==> src/rtl/byte_reg_file.sv <==
// Bank of CPU byte registers with one load/transfer/inc/dec/push/pop operation per cycle,
// registered Z/N flag results, a stack-wrap pulse, an op-reject pulse and two read ports.
module byte_reg_file #(
    parameter int WIDTH = 8,
    parameter int NREGS = 4,
    parameter int SP_INDEX = 3,
    parameter logic [WIDTH-1:0] SP_RESET = 8'hFD,
    localparam int SELW = (NREGS > 1) ? $clog2(NREGS) : 1
) (
    input  logic             clk,
    input  logic             rst,
    input  logic             i_op_valid,
    input  logic [2:0]       i_op,
    input  logic [SELW-1:0]  i_dst_sel,
    input  logic [SELW-1:0]  i_src_sel,
    input  logic [WIDTH-1:0] i_wr_data,
    input  logic [SELW-1:0]  i_rd_sel_a,
    input  logic [SELW-1:0]  i_rd_sel_b,
    output logic [WIDTH-1:0] o_rd_data_a,
    output logic [WIDTH-1:0] o_rd_data_b,
    output logic             o_flag_upd,
    output logic             o_flag_z,
    output logic             o_flag_n,
    output logic             o_sp_wrap,
    output logic             o_op_err
);

    typedef enum logic [2:0] {
        OP_NOP  = 3'd0,
        OP_LOAD = 3'd1,
        OP_XFER = 3'd2,
        OP_INC  = 3'd3,
        OP_DEC  = 3'd4,
        OP_PUSH = 3'd5,
        OP_POP  = 3'd6,
        OP_RSVD = 3'd7
    } opType;

    logic [WIDTH-1:0] r_regs [NREGS];
    logic             r_flagUpd;
    logic             r_flagZ;
    logic             r_flagN;
    logic             r_spWrap;
    logic             r_opErr;

    opType            w_op;
    logic             w_dstOk;
    logic             w_srcOk;
    logic             w_dstIsSp;
    logic [WIDTH-1:0] w_dstVal;
    logic [WIDTH-1:0] w_srcVal;
    logic [WIDTH-1:0] w_spVal;
    logic             w_write;
    logic [SELW-1:0]  w_wrIdx;
    logic [WIDTH-1:0] w_wrVal;
    logic             w_flagUpd;
    logic             w_wrap;
    logic             w_reject;

    assign w_op      = opType'(i_op);
    assign w_dstOk   = 32'(i_dst_sel) < NREGS;
    assign w_srcOk   = 32'(i_src_sel) < NREGS;
    assign w_dstIsSp = 32'(i_dst_sel) == SP_INDEX;
    assign w_dstVal  = w_dstOk ? r_regs[i_dst_sel] : '0;
    assign w_srcVal  = w_srcOk ? r_regs[i_src_sel] : '0;
    assign w_spVal   = r_regs[SP_INDEX];

    // Decode the requested operation into a single register write plus flag/pulse requests.
    always_comb begin
        w_write   = 1'b0;
        w_wrIdx   = i_dst_sel;
        w_wrVal   = '0;
        w_flagUpd = 1'b0;
        w_wrap    = 1'b0;
        w_reject  = 1'b0;
        if (i_op_valid) begin
            case (w_op)
                OP_LOAD: begin
                    if (!w_dstOk) begin
                        w_reject = 1'b1;
                    end else begin
                        w_write   = 1'b1;
                        w_wrVal   = i_wr_data;
                        w_flagUpd = 1'b1;
                    end
                end
                OP_XFER: begin
                    if (!w_dstOk || !w_srcOk) begin
                        w_reject = 1'b1;
                    end else begin
                        w_write   = 1'b1;
                        w_wrVal   = w_srcVal;
                        w_flagUpd = !w_dstIsSp;
                    end
                end
                OP_INC, OP_DEC: begin
                    if (!w_dstOk) begin
                        w_reject = 1'b1;
                    end else begin
                        w_write   = 1'b1;
                        w_wrVal   = (w_op == OP_INC) ? w_dstVal + 1'b1 : w_dstVal - 1'b1;
                        w_flagUpd = 1'b1;
                    end
                end
                OP_PUSH: begin
                    w_write = 1'b1;
                    w_wrIdx = SELW'(SP_INDEX);
                    w_wrVal = w_spVal - 1'b1;
                    w_wrap  = (w_spVal == '0);
                end
                OP_POP: begin
                    w_write = 1'b1;
                    w_wrIdx = SELW'(SP_INDEX);
                    w_wrVal = w_spVal + 1'b1;
                    w_wrap  = (w_spVal == '1);
                end
                OP_RSVD: begin
                    w_reject = 1'b1;
                end
                default: begin
                end
            endcase
        end
    end

    // State update: flags follow the written value only for flag-updating ops; pulses last one cycle.
    always_ff @(posedge clk or posedge rst) begin
        if (rst) begin
            for (int i = 0; i < NREGS; i++) begin
                r_regs[i] <= (i == SP_INDEX) ? SP_RESET : '0;
            end
            r_flagUpd <= 1'b0;
            r_flagZ   <= 1'b0;
            r_flagN   <= 1'b0;
            r_spWrap  <= 1'b0;
            r_opErr   <= 1'b0;
        end else begin
            if (w_write) begin
                r_regs[w_wrIdx] <= w_wrVal;
            end
            if (w_flagUpd) begin
                r_flagZ <= (w_wrVal == '0);
                r_flagN <= w_wrVal[WIDTH-1];
            end
            r_flagUpd <= w_flagUpd;
            r_spWrap  <= w_wrap;
            r_opErr   <= w_reject;
        end
    end

    // Read ports see committed state only; an out-of-range select reads as zero.
    assign o_rd_data_a = (32'(i_rd_sel_a) < NREGS) ? r_regs[i_rd_sel_a] : '0;
    assign o_rd_data_b = (32'(i_rd_sel_b) < NREGS) ? r_regs[i_rd_sel_b] : '0;

    assign o_flag_upd = r_flagUpd;
    assign o_flag_z   = r_flagZ;
    assign o_flag_n   = r_flagN;
    assign o_sp_wrap  = r_spWrap;
    assign o_op_err   = r_opErr;

endmodule

==> config.mk <==
export PLATFORM = sky130hd
export DESIGN_NAME = byte_reg_file
export DESIGN_NICKNAME = d
export VERILOG_FILES = /design/src/rtl/byte_reg_file.sv
export SDC_FILE = /design/constraint.sdc
export NUM_CORES = 1
export LEC_CHECK = 0
export CAP_MARGIN = 0
export CORE_MARGIN = 2
export CORE_UTILIZATION = 58
export CTS_BUF_LIST = sky130_fd_sc_hd__clkbuf_4
export CTS_CLUSTER_SIZE = 16
export DETAILED_ROUTE_END_ITERATION = 12
export GPL_TIMING_DRIVEN = 0
export HOLD_SLACK_MARGIN = 0.15
export PLACE_DENSITY_LB_ADDON = 0.25
export SETUP_SLACK_MARGIN = 0.1
export SLEW_MARGIN = 10
export SYNTH_ARGS = -nofsm -noshare
export SYNTH_HDL_FRONTEND = slang
export SYNTH_SLANG_ARGS = --single-unit
==> constraint.sdc <==
create_clock -name clk -period 3.2 [get_ports clk]
set_input_delay 0.32 -clock clk [delete_from_list [all_inputs] [get_ports clk]]
set_output_delay 0.32 -clock clk [all_outputs]
set_load 0.05 [all_outputs]
=== Word-level counts from Yosys, hierarchy flattened ===
Cells that the tools add are included.

* Register bits: 37
* Input port bits: 22
* Output and inout port bits: 21
* Logic and storage cells: 69

* Add/subtract/negate cells: 4
* Magnitude comparators: 6
* Equality and inequality tests: 9
* Muxes and demuxes: 28
* Bitwise gates (word level): 5
* Reductions and logical operators: 8

{| class="wikitable"
|+ Operators with widths
! cell !! number
|-
| $mux 8 || 11
|-
| $bmux 8 s2 || 4
|-
| $pmux 8 s5 || 1
|-
| $bwmux 32 || 1
|-
| $add 8x1->8 const B || 2
|-
| $demux 8 s2 || 1
|-
| $logic_not 8->1 || 2
|-
| $sub 8x1->8 const B || 2
|-
| $ge 3x3->1 const B || 5
|-
| $not 2->3 || 5
|-
| $eq 3x3->1 const B || 4
|-
| $eq 8x8->1 const B || 1
|-
| $eq 3x2->1 const B || 2
|-
| $mux 1 || 6
|-
| $reduce_or 6->1 || 1
|-
| $mux 2 || 2
|-
| $pmux 1 s2 || 2
|-
| $reduce_or 2->1 || 2
|-
| $eq 3x1->1 const B || 1
|-
| $lt 3x1->1 const B || 1
|-
| $reduce_or 3->1 || 1
|-
| $eq 2x2->1 const B || 1
|-
| $logic_and 1x1->1 || 1
|-
| $logic_not 1->1 || 1
|}

=== Logic depth before layout (Yosys ltp) ===
Gate-level depths: netlist of the first run.

* Depth in word-level cells: 10
* Gate-level depth with buffers: 12
* Depth with buffers taken out: 11

=== Least setup slack after synthesis of the first run ===
Ideal clock, no wire load.

* Path type: input to register
* Start point: input port i_op[1]
* End point: register r_flagZ (netlist: o_flag_z)
* Library setup time: 0.130 ns
* Data arrival time: 2.943 ns
* Data required time: 3.070 ns
* Slack: 0.127 ns
* Cell stages on the path: 11
* Path buffers: 1
* Cell sequence: buf_1 nor2b_1 nand2_1 ha_1 a211oi_1 o21bai_1 or3b_2 a21oi_1 nor4_4 o211ai_1 o41ai_2

* Cells in the longest elaborated chain, start to end: 5
* Elaborated cells between the ends (all ways): 14
* Classes of those cells: 6 x eq/ne; 5 x mux; 3 x reduce/logical

{| class="wikitable"
|+ Ends and longest elaborated chain
! element !! RTL line !! source
|-
| start: declaration || 13 || <nowiki>input logic [2:0] i_op,</nowiki>
|-
| $eq 3x2->1 or $eq 3x3->1 (tied branches) || 77, 101 ||
|-
| $mux 8 or $reduce_or 2->1 (tied branches) || 101, 77 ||
|-
| $pmux 8 s5 || 77 || <nowiki>case (w_op)</nowiki>
|-
| $mux 8 || 76 || <nowiki>if (i_op_valid) begin</nowiki>
|-
| $logic_not 8->1 || 142 || <nowiki>r_flagZ <= (w_wrVal == '0);</nowiki>
|-
| end signal: assignment || 142 ||
|-
| end: declaration || 41 || <nowiki>logic r_flagZ;</nowiki>
|}

Several ways; a longest one is shown, not always the timed one.
A chain may end at the register's enable or synchronous reset.

=== Final worst setup path of the first run ===
* Start point: register r_regs[27] (netlist bit)
* End point: register r_flagZ (netlist: o_flag_z)

* Cells in the longest elaborated chain, start to end: 8
* Elaborated cells between the ends (all ways): 12
* Classes of those cells: 2 x add/sub; 9 x mux; 1 x reduce/logical

{| class="wikitable"
|+ Ends and longest elaborated chain
! element !! RTL line !! source
|-
| start: declaration || 39 || <nowiki>logic [WIDTH-1:0] r_regs [NREGS];</nowiki>
|-
| start signal: indexed assignment || 130 || <nowiki>r_regs[i] <= (i == SP_INDEX) ? SP_RESET : '0;</nowiki>
|-
| start signal: indexed assignment || 139 || <nowiki>r_regs[w_wrIdx] <= w_wrVal;</nowiki>
|-
| $bmux 8 s2 || 64 || <nowiki>assign w_dstVal = w_dstOk ? r_regs[i_dst_sel] : '0;</nowiki>
|-
| $mux 8 (implied by the code) (2 in series) || 64 ||
|-
| $sub 8x1->8 or $add 8x1->8 (tied branches) || 101 || <nowiki>w_wrVal = (w_op == OP_INC) ? w_dstVal + 1'b1 : w_dstVal - 1'b1;</nowiki>
|-
| $mux 8 || 101 ||
|-
| $pmux 8 s5 (*) || 77 ||
|-
| $mux 8 (*) || 76 ||
|-
| $logic_not 8->1 (*) || 142 ||
|}

Mark *: on every way between the ends. The rest lies on a longest branch, timed or not. The select of a mux whose other input is x is not followed.

==> results.py, run 1 <==
metrics = {
    "finish": {
        "layout.area.seq_sq_um": 936,
        "syn2layout_area_growth_pct": 22.0,
        "fin_nets": 396,
        "multi_input_area_sq_mm": 0.00236,
        "nFillCells": 397,
        "antenna_cells": 0,
        "instances_no_fill": 433,
        "drive_gt1_share_pct": 32.7,
        "final_area_sq_mm": 0.00402,
    },
    "floorplanning": {
        "start_util_pct": 59.8,
        "die_y_microns": 79.3,
        "die-area_sq_mm": 0.00629,
        "num_io_pins": 43,
        "coreArea_sq_mm": 0.00551,
        "fp-row-count": 27,
        "die_w_microns": 79.3,
    },
    "grt": {
        "grt_usage_pct": 30.4,
        "grt_pass1_wl_microns": 14600,
        "antenna_found_initial": 0,
        "overflow": 0,
        "grt_pass1_vias": 2885,
        "grt_max_degree": 38,
    },
    "sta": {
        "slew_violations": 0,
        "worstMarginPinSlew_ps": 1100,
        "hold_viol": 0,
        "finClkSkew_ps": 8.78,
        "rsz0062_at_grt": "no",
        "setup_viol": 0,
        "relSlewSlack_pct": 26.4,
        "fmax_mhz": 328,
        "layout_setup_ws_ps": 155,
        "period_needed_ps": 3040,
        "period_share_pct": 95.2,
        "whs_ps": 418,
    },
    "power_and_ir_drop": {
        "p_total_uw": 3130,
        "ir_drop_v": 0.000511,
        "powerDensity_mw_per_mm2": 780,
        "p_leak_uw": 0.00158,
    },
    "placed_design": {
        "post_dp_cell_area_sq_mm": 0.00373,
        "placed_cells": 414,
        "gp_congestion": 0.884,
        "place_ws_ps": -988,
        "io_buffers": 35,
        "dp_hpwl_microns": 6660,
    },
    "logic_synthesis": {
        "synth_seq_cells": 37,
        "synth.cell_area_sq_mm": 0.00329,
        "async_reset_ff_share_pct": 100,
        "syn_nets": 343,
        "avgSynthCellArea_sq_um": 10.7,
        "yosysSeqAreaShare_pct": 28.4,
        "synth_edf_count": 0,
        "synthTopCellsByArea": "dfrtp_1 (23%), mux4_2 (23%), mux2_2 (6.5%)",
        "synth_area_leader_cell": "dfrtp_1",
        "yosysWarnings": 0,
        "yosysUniqueCellTypes": 58,
        "yosysTopAreaCellShare_pct": 22.8,
        "syn-instance-count": 307,
        "synth-main-ff-cell": "dfrtp_1",
    },
    "critical_path": {
        "critical_path.max_fanout": 5,
        "cp_data_arrival_time_ps": 3290,
        "criticalPathCategory": "flop to flop",
        "end_kind": "flop",
        "critPathLaunchType": "flop",
        "cp.required_ps": 3450,
    },
    "hold_path": {
        "hold_path_class": "input port to async pin",
    },
    "cts": {
        "cts_sinks": 37,
        "htree_levels": 2,
        "insertion_delay_ps": 350,
        "root_buffer": "clkbuf_4",
        "clk_pin_slew_worst_paths_ps": 120,
        "cts_tree": "done",
        "cts_buffers": 5,
        "clockBufferDepth": 2,
    },
    "detailed_routing": {
        "drt-total-wl_microns": 9200,
        "drt-pass1-iter-count": 5,
        "wl_per_cell_microns": 21.3,
        "drt-vias-per-instance": 6.64,
        "final_antenna_net_count": 0,
        "drcViolationCount": 0,
        "first_iter_violations": 168,
        "via_count": 2877,
    },
    "run_status": {
        "status": "completed",
    },
    "run": {
        "cap_violations": 0,
    },
}
-- path summary, 6_finish.rpt --
kind                            start         end  slack, ps  depth (start not counted)
max in group asynchronous         rst  w_spVal[1]       2260                          2
min in group clk             o_flag_z    o_flag_z        510                          2
min                               rst  r_regs[26]        420                          2
max                        r_regs[27]    o_flag_z        160                         10
max reg2reg                r_regs[27]    o_flag_z        160                         10
min reg2reg                  o_flag_z    o_flag_z        510                          2
-- final cells by class --
class                           instances  area share, %
Tap cell                               72           2.24
Buffer                                 17           2.21
Sequential cell                        37           23.3
Inverter                                6          0.654
Clock buffer                            5          0.934
Timing Repair Buffer                   47           10.8
Multi-Input combinational cell        246           58.9
Clock inverter                          3           1.03
-- logic make-up after synthesis --
logic type	share of synthesized area (%)
adder cells (fa/ha/maj)	5.78
XOR/XNOR	2.93
AO/OA/AOI/OAI	15.1
multiplexers	30.6
buffers and inverters	2.85
AND/OR/NAND/NOR	14.4
flip-flops	28.4
-- where the power goes --
group / switching (uW) / total, uW / internal [uW]
Clock: 162 / 324 / 162
Combinational: 1050 / 1960 / 908
Sequential: 214 / 849 / 635
-- stage by stage --
| step | TNS (ps) | utilization (%) |
|---|---|---|
| 3_5_place_dp | -19680 | 67.8 |
| 5_1_grt | 0 | 73.0 |
| 6_report | 0 | 73.0 |
| 3_3_place_gp | -18190 | 67.8 |
| 2_1_floorplan | 0 | - |
| 4_1_cts | 0 | 70.7 |
-- synth_stat cells, types with 6 or more instances --
library cell  number
inv_1              6
nand2_1           31
mux2_2            19
nor2_1            19
nor3_1             6
dfstp_2            7
ha_1              12
dfrtp_1           30
xnor2_1            7
a21oi_1            8
mux4_2            33
o21ai_0           27
clkbuf_1          14
-- critical path, stage by stage, from the launching register on --
cell and delay, ps:
dfrtp_1 450, mux4_2 550, ha_4 250, a21o_1 210
o21bai_1 170, and4b_1 250, a211oi_2 250, mux2i_1 220
o211ai_1 120, buf_4 170, o41ai_2 310
-- metal layers --
metal | up-vias | track usage (%) | part of all wire (%)
li1 | 1299 | - | -
met1 | 1409 | 41.5 | 41
met5 | - | 0 | 0
met4 | 0 | 10.9 | 2.4
met2 | 150 | 50.3 | 50
met3 | 19 | 3.86 | 6.2
-- cells in the final DEF, fill, tap and decap left out, types with 7 or more instances in the layout --
cell type        synthesis  layout
mux2_2                  19      19
xnor2_1                  7       7
clkdlybuf4s50_1          0      32
clkbuf_1                14      12
nor2_1                  19      19
mux4_2                  33      33
dfstp_2                  7       7
buf_4                    0      12
nand2_1                 31      30
dfrtp_1                 30      29
ha_1                    12       8
o21ai_0                 27      25
-- state kept, by name (all words and copies together) (netlist names) --
signal      cells
r_regs         24
o_flag_upd      1
o_flag_n        1
o_sp_wrap       1
w_spVal         8
o_op_err        1
o_flag_z        1
-- what timing repair did --
item                       4_1_cts  5_1_grt
resized for setup               22       18
hold endpoints to repair         0        0
hold buffers                     0        0
pin swaps                        1        5
setup endpoints to repair       29       15
buffers inserted                 4        8
Note: power is estimated with default switching activity, not from simulation.
==> run 2, diff against run 1 <==
--- a/config.mk
+++ b/config.mk
@@ -5,6 +5,7 @@
 export SDC_FILE = /design/constraint.sdc
 export NUM_CORES = 1
 export LEC_CHECK = 0
+export ABC_AREA = 0
 export CAP_MARGIN = 0
 export CORE_MARGIN = 2
 export CORE_UTILIZATION = 58
==> results of run 2 <==
Final layout, timing and power as in run 1 (identical DEF).
==> run 3, diff against run 2 <==
--- a/config.mk
+++ b/config.mk
@@ -6,7 +6,6 @@
 export NUM_CORES = 1
 export LEC_CHECK = 0
 export ABC_AREA = 0
-export CAP_MARGIN = 0
 export CORE_MARGIN = 2
 export CORE_UTILIZATION = 58
 export CTS_BUF_LIST = sky130_fd_sc_hd__clkbuf_4
==> results of run 3 <==
Final layout, timing and power as in run 1 (identical DEF).
